`src/rtl/pool_pkg.sv`:
```
// Shared types and constants for the 2x2 pooling datapath.
// Latency: n/a (declarations only).
// Backpressure: n/a.
package pool_pkg;

    localparam int POOL_WIDTH = 8;
    localparam int POOL_IMG_W = 28;
    localparam int POOL_IMG_H = 28;

    // Coordinate counter width; a 1-entry range still needs one bit.
    function automatic int coord_w(input int n);
        return (n > 1) ? $clog2(n) : 1;
    endfunction

    localparam int POOL_COL_W = coord_w(POOL_IMG_W);
    localparam int POOL_ROW_W = coord_w(POOL_IMG_H);

    // One 2x2 window as seen by the pooling core wrapper.
    typedef struct packed {
        logic signed [POOL_WIDTH-1:0] tl;
        logic signed [POOL_WIDTH-1:0] tr;
        logic signed [POOL_WIDTH-1:0] bl;
        logic signed [POOL_WIDTH-1:0] br;
    } win_t;

endpackage

```
`src/rtl/pool_window_2x2_if.sv`:
```
// Pixel-in / window-out bundle between pixel source, window generator and pooling core.
// Latency: n/a (wires only).
// Backpressure: none; the window side is a pure valid strobe.
interface pool_window_2x2_if import pool_pkg::*; #(
    parameter int WIDTH = POOL_WIDTH
) ();

    logic                    din_valid;
    logic signed [WIDTH-1:0] din;
    logic                    win_valid;
    logic signed [WIDTH-1:0] a;
    logic signed [WIDTH-1:0] b;
    logic signed [WIDTH-1:0] c;
    logic signed [WIDTH-1:0] d;
    logic                    frame_done;

    modport master (
        output din_valid, din,
        input  win_valid, a, b, c, d, frame_done
    );

    modport slave (
        input  din_valid, din,
        output win_valid, a, b, c, d, frame_done
    );

endinterface

```
`src/rtl/pool_line_buffer.sv`:
```
// Single-port row buffer holding the even (top) row of each window pair.
// Latency: read data registered, valid 1 cycle after the address is presented.
// Backpressure: none; read-first behaviour, one access per cycle.
module pool_line_buffer import pool_pkg::*; #(
    parameter int WIDTH = POOL_WIDTH,
    parameter int DEPTH = POOL_IMG_W,
    localparam int AW   = coord_w(DEPTH)
) (
    input  logic             clk,
    input  logic             we,
    input  logic [AW-1:0]    addr,
    input  logic [WIDTH-1:0] wdat,
    output logic [WIDTH-1:0] rdat
);

    logic [WIDTH-1:0] mem [DEPTH];

    // Plain RAM template without reset so it maps onto LUT or block RAM.
    always_ff @(posedge clk) begin
        if (we) begin
            mem[addr] <= wdat;
        end
        rdat <= mem[addr];
    end

endmodule

```
`src/rtl/pool_window_2x2.sv`:
```
// Raster pixel stream to non-overlapping 2x2 windows (stride 2) for the max-pool core.
// Latency: window valid 1 cycle after the edge accepting its bottom-right pixel.
// Backpressure: none; every window is presented for exactly one cycle.
module pool_window_2x2 import pool_pkg::*; #(
    parameter int WIDTH = POOL_WIDTH,
    parameter int IMG_W = POOL_IMG_W,
    parameter int IMG_H = POOL_IMG_H
) (
    input  logic             clk,
    input  logic             rst_n,
    input  logic             clear,
    pool_window_2x2_if.slave bus
);

    localparam int CW = coord_w(IMG_W);
    localparam int RW = coord_w(IMG_H);

    if ((IMG_W < 2) || ((IMG_W % 2) != 0)) begin : g_bad_img_w
        $error("pool_window_2x2: IMG_W must be even and >= 2");
    end
    if ((IMG_H < 2) || ((IMG_H % 2) != 0)) begin : g_bad_img_h
        $error("pool_window_2x2: IMG_H must be even and >= 2");
    end

    logic [CW-1:0]    col;
    logic [RW-1:0]    row;
    logic             acc;
    logic             odd_row;
    logic             odd_col;
    logic             col_last;
    logic             row_last;
    logic             lb_we;
    logic [WIDTH-1:0] lb_rdat;
    logic             tl_pend;
    logic [WIDTH-1:0] tl_hold;
    logic [WIDTH-1:0] bl_hold;
    logic [WIDTH-1:0] a_q;
    logic [WIDTH-1:0] b_q;
    logic [WIDTH-1:0] c_q;
    logic [WIDTH-1:0] d_q;
    logic             win_vld_q;
    logic             frame_done_q;

    // A pixel coinciding with clear is dropped.
    assign acc      = bus.din_valid & ~clear;
    assign odd_row  = row[0];
    assign odd_col  = col[0];
    assign col_last = (col == CW'(IMG_W - 1));
    assign row_last = (row == RW'(IMG_H - 1));

    // Even rows fill the buffer; odd rows read it at the current column.
    assign lb_we = acc & ~odd_row;

    pool_line_buffer #(
        .WIDTH (WIDTH),
        .DEPTH (IMG_W)
    ) u_line_buffer (
        .clk  (clk),
        .we   (lb_we),
        .addr (col),
        .wdat (bus.din),
        .rdat (lb_rdat)
    );

    // Raster position, advanced per accepted pixel, wrapping into the next frame.
    always_ff @(posedge clk or negedge rst_n) begin
        if (!rst_n) begin
            col <= '0;
            row <= '0;
        end else if (clear) begin
            col <= '0;
            row <= '0;
        end else if (acc) begin
            if (col_last) begin
                col <= '0;
                row <= row_last ? '0 : row + RW'(1);
            end else begin
                col <= col + CW'(1);
            end
        end
    end

    // Left-column holds; TL arrives from the RAM the cycle after its even-column read.
    always_ff @(posedge clk or negedge rst_n) begin
        if (!rst_n) begin
            tl_pend <= 1'b0;
            tl_hold <= '0;
            bl_hold <= '0;
        end else if (clear) begin
            tl_pend <= 1'b0;
            tl_hold <= '0;
            bl_hold <= '0;
        end else begin
            tl_pend <= acc & odd_row & ~odd_col;
            if (tl_pend) begin
                tl_hold <= lb_rdat;
            end
            if (acc & odd_row & ~odd_col) begin
                bl_hold <= bus.din;
            end
        end
    end

    // Window register, loaded on the bottom-right pixel; TL bypasses the hold
    // when the BR pixel directly follows the BL pixel.
    always_ff @(posedge clk or negedge rst_n) begin
        if (!rst_n) begin
            a_q          <= '0;
            c_q          <= '0;
            d_q          <= '0;
            win_vld_q    <= 1'b0;
            frame_done_q <= 1'b0;
        end else if (acc & odd_row & odd_col) begin
            a_q          <= tl_pend ? lb_rdat : tl_hold;
            c_q          <= bl_hold;
            d_q          <= bus.din;
            win_vld_q    <= 1'b1;
            frame_done_q <= row_last & col_last;
        end else begin
            win_vld_q    <= 1'b0;
            frame_done_q <= 1'b0;
        end
    end

    // TR comes straight from the RAM output register in the strobe cycle and
    // is kept here so it holds afterwards.
    always_ff @(posedge clk or negedge rst_n) begin
        if (!rst_n) begin
            b_q <= '0;
        end else if (win_vld_q) begin
            b_q <= lb_rdat;
        end
    end

    assign bus.win_valid  = win_vld_q;
    assign bus.frame_done = frame_done_q;
    assign bus.a          = a_q;
    assign bus.b          = win_vld_q ? lb_rdat : b_q;
    assign bus.c          = c_q;
    assign bus.d          = d_q;

endmodule
```
`src/flat_wrapper.sv`:
```
// flat-port wrapper written by rule: the top's interface ports become plain ports
module pool_window_2x2_flat import pool_pkg::*;
#(
    parameter int WIDTH = POOL_WIDTH,
    parameter int IMG_W = POOL_IMG_W,
    parameter int IMG_H = POOL_IMG_H
)
  (clk, rst_n, clear, bus_din_valid, bus_din, bus_win_valid, bus_a, bus_b, bus_c, bus_d, bus_frame_done);
  pool_window_2x2_if #(.WIDTH(WIDTH)) bus_i ();
  input  logic clk;
  input  logic rst_n;
  input  logic clear;
  input wire logic [$bits(bus_i.din_valid)-1:0] bus_din_valid;
  input wire logic [$bits(bus_i.din)-1:0] bus_din;
  output wire logic [$bits(bus_i.win_valid)-1:0] bus_win_valid;
  output wire logic [$bits(bus_i.a)-1:0] bus_a;
  output wire logic [$bits(bus_i.b)-1:0] bus_b;
  output wire logic [$bits(bus_i.c)-1:0] bus_c;
  output wire logic [$bits(bus_i.d)-1:0] bus_d;
  output wire logic [$bits(bus_i.frame_done)-1:0] bus_frame_done;
  assign bus_i.din_valid = bus_din_valid;
  assign bus_i.din = bus_din;
  assign bus_win_valid = bus_i.win_valid;
  assign bus_a = bus_i.a;
  assign bus_b = bus_i.b;
  assign bus_c = bus_i.c;
  assign bus_d = bus_i.d;
  assign bus_frame_done = bus_i.frame_done;
  pool_window_2x2 #(.WIDTH(WIDTH), .IMG_W(IMG_W), .IMG_H(IMG_H)) u_core (.clk(clk), .rst_n(rst_n), .clear(clear), .bus(bus_i));
endmodule
```
`config.mk`:
```
export PLATFORM = sky130hd
export DESIGN_NAME = pool_window_2x2_flat
export DESIGN_NICKNAME = d
export VERILOG_FILES = /design/src/rtl/pool_pkg.sv /design/src/rtl/pool_window_2x2_if.sv /design/src/rtl/pool_line_buffer.sv /design/src/rtl/pool_window_2x2.sv /design/src/flat_wrapper.sv
export SDC_FILE = /design/constraint.sdc
export NUM_CORES = 1
export LEC_CHECK = 0
export CAP_MARGIN = 20
export CORE_ASPECT_RATIO = 0.75
export CORE_MARGIN = 3
export CORE_UTILIZATION = 35
export CTS_BUF_LIST = sky130_fd_sc_hd__clkbuf_4 sky130_fd_sc_hd__clkbuf_8
export CTS_CLUSTER_DIAMETER = 50
export DETAILED_ROUTE_END_ITERATION = 7
export MAX_ROUTING_LAYER = met4
export SLEW_MARGIN = 20
export SYNTH_ARGS = -nofsm -noshare
export SYNTH_HDL_FRONTEND = slang
export SYNTH_SLANG_ARGS = --single-unit
```
`constraint.sdc`:
```
create_clock -name clk -period 2.45 [get_ports clk]
set_input_delay 0.245 -clock clk [delete_from_list [all_inputs] [get_ports clk]]
set_output_delay 0.245 -clock clk [all_outputs]
set_load 0.01 [all_outputs]
```
# Yosys cells after proc, flatten, opt, wreduce, memory -nomap -nowiden
# Memory sizes are Yosys's and may differ from the RTL's. A register that Yosys moved wholly into a read port is not among the register bits.
# Index checks and enable logic that the tools add are counted.
[totals]
regBits = 61
mem_bits_rw = 224
inputBits = 12
out_inout_bits = 34
elab_cells = 46
memories = 1
[mem_list]
columns = ["name", "depth", "width", "rd", "rd_ports_with_merged_regs", "write_ports", "line_no", "rtl"]
rows = [
  ["u_core.u_line_buffer.mem", 28, 8, 1, 1, 1, "pool_line_buffer.sv:16", "logic [WIDTH-1:0] mem [DEPTH];"],
]
[classes]
addsub = 2
eq_ne = 2
muxes = 17
bitwise_logic = 9
n_reduce_logical = 4
[op_table]
columns = ["op", "count"]
rows = [
  ["$mux W8", 5],
  ["$mux W5", 7],
  ["$add A5 B1 Y5 const B", 2],
  ["$eq A5 B5 Y1 const B", 2],
  ["$and A1 B1 Y1", 6],
  ["$reduce_bool A2 Y1", 3],
  ["$mux W1", 5],
  ["$not A1 Y1", 3],
  ["$reduce_and A2 Y1", 1],
]

# Depth between registers and ports, before layout
[logic_depth]
depth_word = 6
ltp_mapped = 7

# Hierarchy
# From an unflattened synthesis, not the netlist that was laid out.
[hier_totals]
hier_cells = 665
hier_area_um2 = 11529.8
[modules_own_cells]
columns = ["module", "n_inst", "cells_per_inst", "area_each_um2", "seq_area_each_um2"]
rows = [
  ["pool_line_buffer", 1, 462, 8959.8, 6886.6],
  ["pool_window_2x2", 1, 203, 2570.0, 1526.5],
]

# Worst setup path before layout
# No wires, ideal clock.
[synth_timing]
path_kind = "flip-flop to flip-flop"
start = "register u_core.col[1]"
end = "memory u_core.u_line_buffer.mem[8][0] in the netlist's numbering, enable pin"
t_arrival_ns = 1.924
required_ns = 2.067
slack_ns = 0.143
path_stages_with_launch = 8
period_less_slack_ns = 2.307
cell_sequence = "dfrtp_1 buf_4 buf_4 buf_2 inv_1 ha_1 nand2_1 nor3_1"
[synth_lines]
columns = ["item", "line_no", "rtl"]
rows = [
  ["start: declaration", "pool_window_2x2.sv:25", "logic [CW-1:0] col;"],
  ["start signal: assignment", "pool_window_2x2.sv:78", "col <= col + CW'(1);"],
  ["end: declaration", "pool_line_buffer.sv:16", ""],
]
# Straight into the memory's write port.

# Final worst setup path
[layout_timing]
start = "register u_core.win_vld_q (netlist: u_core.bus.win_valid)"
end = "output port bus_b[2]"
[layout_between]
elab_chain_len = 1
[layout_rtl]
columns = ["item", "line_no", "rtl"]
rows = [
  ["start: declaration", "pool_window_2x2.sv:41", "logic win_vld_q;"],
  ["start signal: assignment", "pool_window_2x2.sv:111", "win_vld_q <= 1'b0;"],
  ["start signal: assignment", "pool_window_2x2.sv:117", "win_vld_q <= 1'b1;"],
  ["start signal: assignment", "pool_window_2x2.sv:120", "win_vld_q <= 1'b0;"],
  ["$mux W8", "pool_window_2x2.sv:138", "assign bus.b = win_vld_q ? lb_rdat : b_q;"],
  ["end: declaration", "flat_wrapper.sv:17", "output wire logic [$bits(bus_i.b)-1:0] bus_b;"],
]
# No other way between the ends.

==> results_dict.tcl <==
set metrics [dict create \
    hold_viol_final 0 \
    p_per_area_mw_per_mm2 749.6 \
    async_flop_share_pct 20.82 \
    drive_gt1_share_pct 20.96 \
    outcome "completed" \
    ctsHtreeMaxLevel 2 \
    fin_setup_tns_ns 0 \
    path_class "flop to primary output" \
    fp.coreArea_sq_mm 0.03174 \
    cts_resized 0 \
    fin_skew_ns 0.02584 \
    peakVddDrop_mv 0.3617 \
    synthCells 701 \
    wl_per_cell_um 21.16 \
    fin_crit_ns 2.243 \
    die_x_um 214.8 \
    yosysMostFrequentCell "edfxtp_1" \
    die_area_sq_mm 0.03493 \
    stdcell_area_sq_mm 0.01376 \
    setup_viol 0 \
    fmax_mhz 445.8 \
    synth.avg_cell_area_sq_um 16.33 \
    synth_edf_count 224 \
    drtIter0Drc 798 \
    synth_top_area_cell "edfxtp_1" \
    p_leak_uw 0.004797 \
    tightestPinTransition_ns 0.8171 \
    syn-cell-area_sq_mm 0.01145 \
    path_max_fanout 9 \
    ys_warn_count 0 \
    fillers 2837 \
    viasPerCell 5.038 \
    grt_usage_pct 16.26 \
    port_buffers 45 \
    yosysSeqAreaShare_pct 73.49 \
    area_delta_synth_final_pct 20.17 \
    cts.sinks 293 \
    placed_area_sq_mm 0.01275 \
    cts_buffers 44 \
    cts_tree "done" \
    first_global_vias 6418 \
    cp-end-kind "primary output" \
    ys_ff_latch 293 \
    synth_nets 719 \
    finalNetCount 836 \
    cp.arrival_ns 2.00 \
    cts_setup_buffers 0 \
    relSlewSlack_pct 45.32 \
    cp.required_ns 2.20 \
    yosysUniqueCellTypes 38 \
    clockBufferDepth 3 \
    hpwl_mm 17.48 \
    period_share_pct 91.57 \
    clk_latency_ns 0.58 \
    grt_max_degree 62 \
    synthDominantCellAreaShare_pct 58.76 \
    path_clk_slew_ns 0.06 \
    start_util_pct 36.07 \
    die_y_um 162.6 \
    num_rows 56 \
    finalMaxSlewViolations 0 \
    grt-ovfl-total 0 \
    ys_top_cells_by_count "edfxtp_1 (224), mux2i_1 (93), dfrtp_1 (61), nand2_1 (44), a22oi_1 (35)" \
    ys.flop_type "edfxtp_1" \
    ys_top_cells_by_area "edfxtp_1 (59%), dfrtp_1 (13%), mux2i_1 (8.1%)" \
    vias 6494 \
    postRouteAntennaNets 0 \
    drc 0 \
    num_antenna_cells 0 \
    pin_count 46 \
    cts-root-buf "clkbuf_8" \
    antenna_found_initial 0 \
    hold_path_class "input port to asynchronous set/reset pin" \
    drt-total-wl_mm 27.27 \
    setup.worst_path.start_class "flop" \
    rsz0062_at_grt "no" \
    drtPass1Iterations 6 \
    gp_congestion 0.8921 \
    grt_first_pass_wirelength_mm 41.26 \
    maxCapViolCount 0 \
]
==> worst paths after layout <==
check | from | endpoint | slack, ns | cells past startpoint
max | u_core.bus.win_valid | bus_b[2] | 0.21 | 2
min | rst_n | u_core.bus.a[0] | 0.37 | 3
max reg2reg | u_core.col[1] | u_core.u_line_buffer.rdat[6] | 0.43 | 5
min reg2reg | u_core.bus.a[1] | u_core.bus.a[1] | 0.48 | 2
max in group asynchronous | rst_n | u_core.col[1] | 1.49 | 3
min in group clk | bus_din_valid | u_core.col[0] | 0.42 | 4
==> worst max-delay path: stages (launching register included) <==
cell and delay (ns):
dfrtp_1 0.55, mux2_2 0.41, clkdlybuf4s50_1 0.49
==> metrics by stage <==
step / util [%] / total power, uW / worst slack (ns) / cells / hold slack [ns]
2_1_floorplan: - / 5741 / 0.1428 / 701 / -0.05059
3_3_place_gp: 40.18 / 5982 / 0.2838 / 1206 / 0.4562
3_5_place_dp: 40.18 / 5984 / 0.2545 / 1206 / 0.4643
4_1_cts: 43.34 / 10420 / 0.1668 / 1289 / 0.3774
5_1_grt: 43.34 / 10710 / 0.1155 / 1289 / 0.4231
6_report: 43.34 / 10310 / 0.2066 / 1289 / 0.3690
==> layer usage <==
layer | vias up | part of all wire (%) | global-route usage, %
met5 | - | 0 | -
met4 | 0 | 1.4 | 3.717
met3 | 31 | 10 | 4.513
met2 | 280 | 39 | 20.23
met1 | 3253 | 49 | 25.74
li1 | 2930 | - | -
==> report_power, final <==
group,internal [uW],switching (uW),total (uW)
Sequential,5380,40.8,5430
Clock,2520,1910,4430
Combinational,170,286,456
==> registers in the layout, indices dropped and copies added (netlist names) <==
register and cells:
u_core.b_q 8, u_core.bl_hold 8, u_core.bus.a 8, u_core.bus.c 8
u_core.bus.d 8, u_core.bus.frame_done 1, u_core.bus.win_valid 1, u_core.col 5
u_core.row 5, u_core.tl_hold 8, u_core.tl_pend 1, u_core.u_line_buffer.mem 224
u_core.u_line_buffer.rdat 8
==> cell families after synthesis <==
family / share of synthesized area [%]
adders and majority gates: 0.6558
DFF: 73.49
AOI/OAI and AO/OA: 4.318
and+or+nand+nor: 6.274
buffers and inverters: 1.716
muxes: 13.54
==> area by class of cell <==
cell class,count,area (sq um),share of cell area (%)
sequential,293,8417,61.19
multi-input combinational,366,2838,20.63
timing repair buffer,108,945.9,6.876
clock buffer,56,739.5,5.376
tap,435,544.3,3.957
clock inverter,26,252.7,1.837
inverter,5,18.77,0.1364
==> timing repair <==
item / 4_1_cts / 5_1_grt
endpoints found under the setup margin: 0 / 0
hold buffers: 1 / 0
endpoints found under the hold margin: 61 / 0
==> layout by cell type (no fill, tap or decap), types with 2 or more instances in the layout <==
master,n
a31oi_1,2
clkbuf_8,51
inv_1,5
o21ai_0,17
mux2i_1,93
ha_1,6
buf_12,2
dfrtp_1,60
clkinv_1,8
dfxtp_1,8
a21oi_1,12
nor2_1,33
nand4b_1,2
nand2b_1,10
nor3_1,15
clkinv_2,10
nor2b_1,8
and2_1,2
buf_4,60
a22oi_1,35
mux4_2,15
bufinv_16,5
nand2_1,44
nand4_1,9
nand3_1,25
clkbuf_4,5
clkinvlp_4,3
mux2_2,25
clkdlybuf4s50_1,44
edfxtp_1,224
No activity file was read; power rests on OpenSTA's default activity.
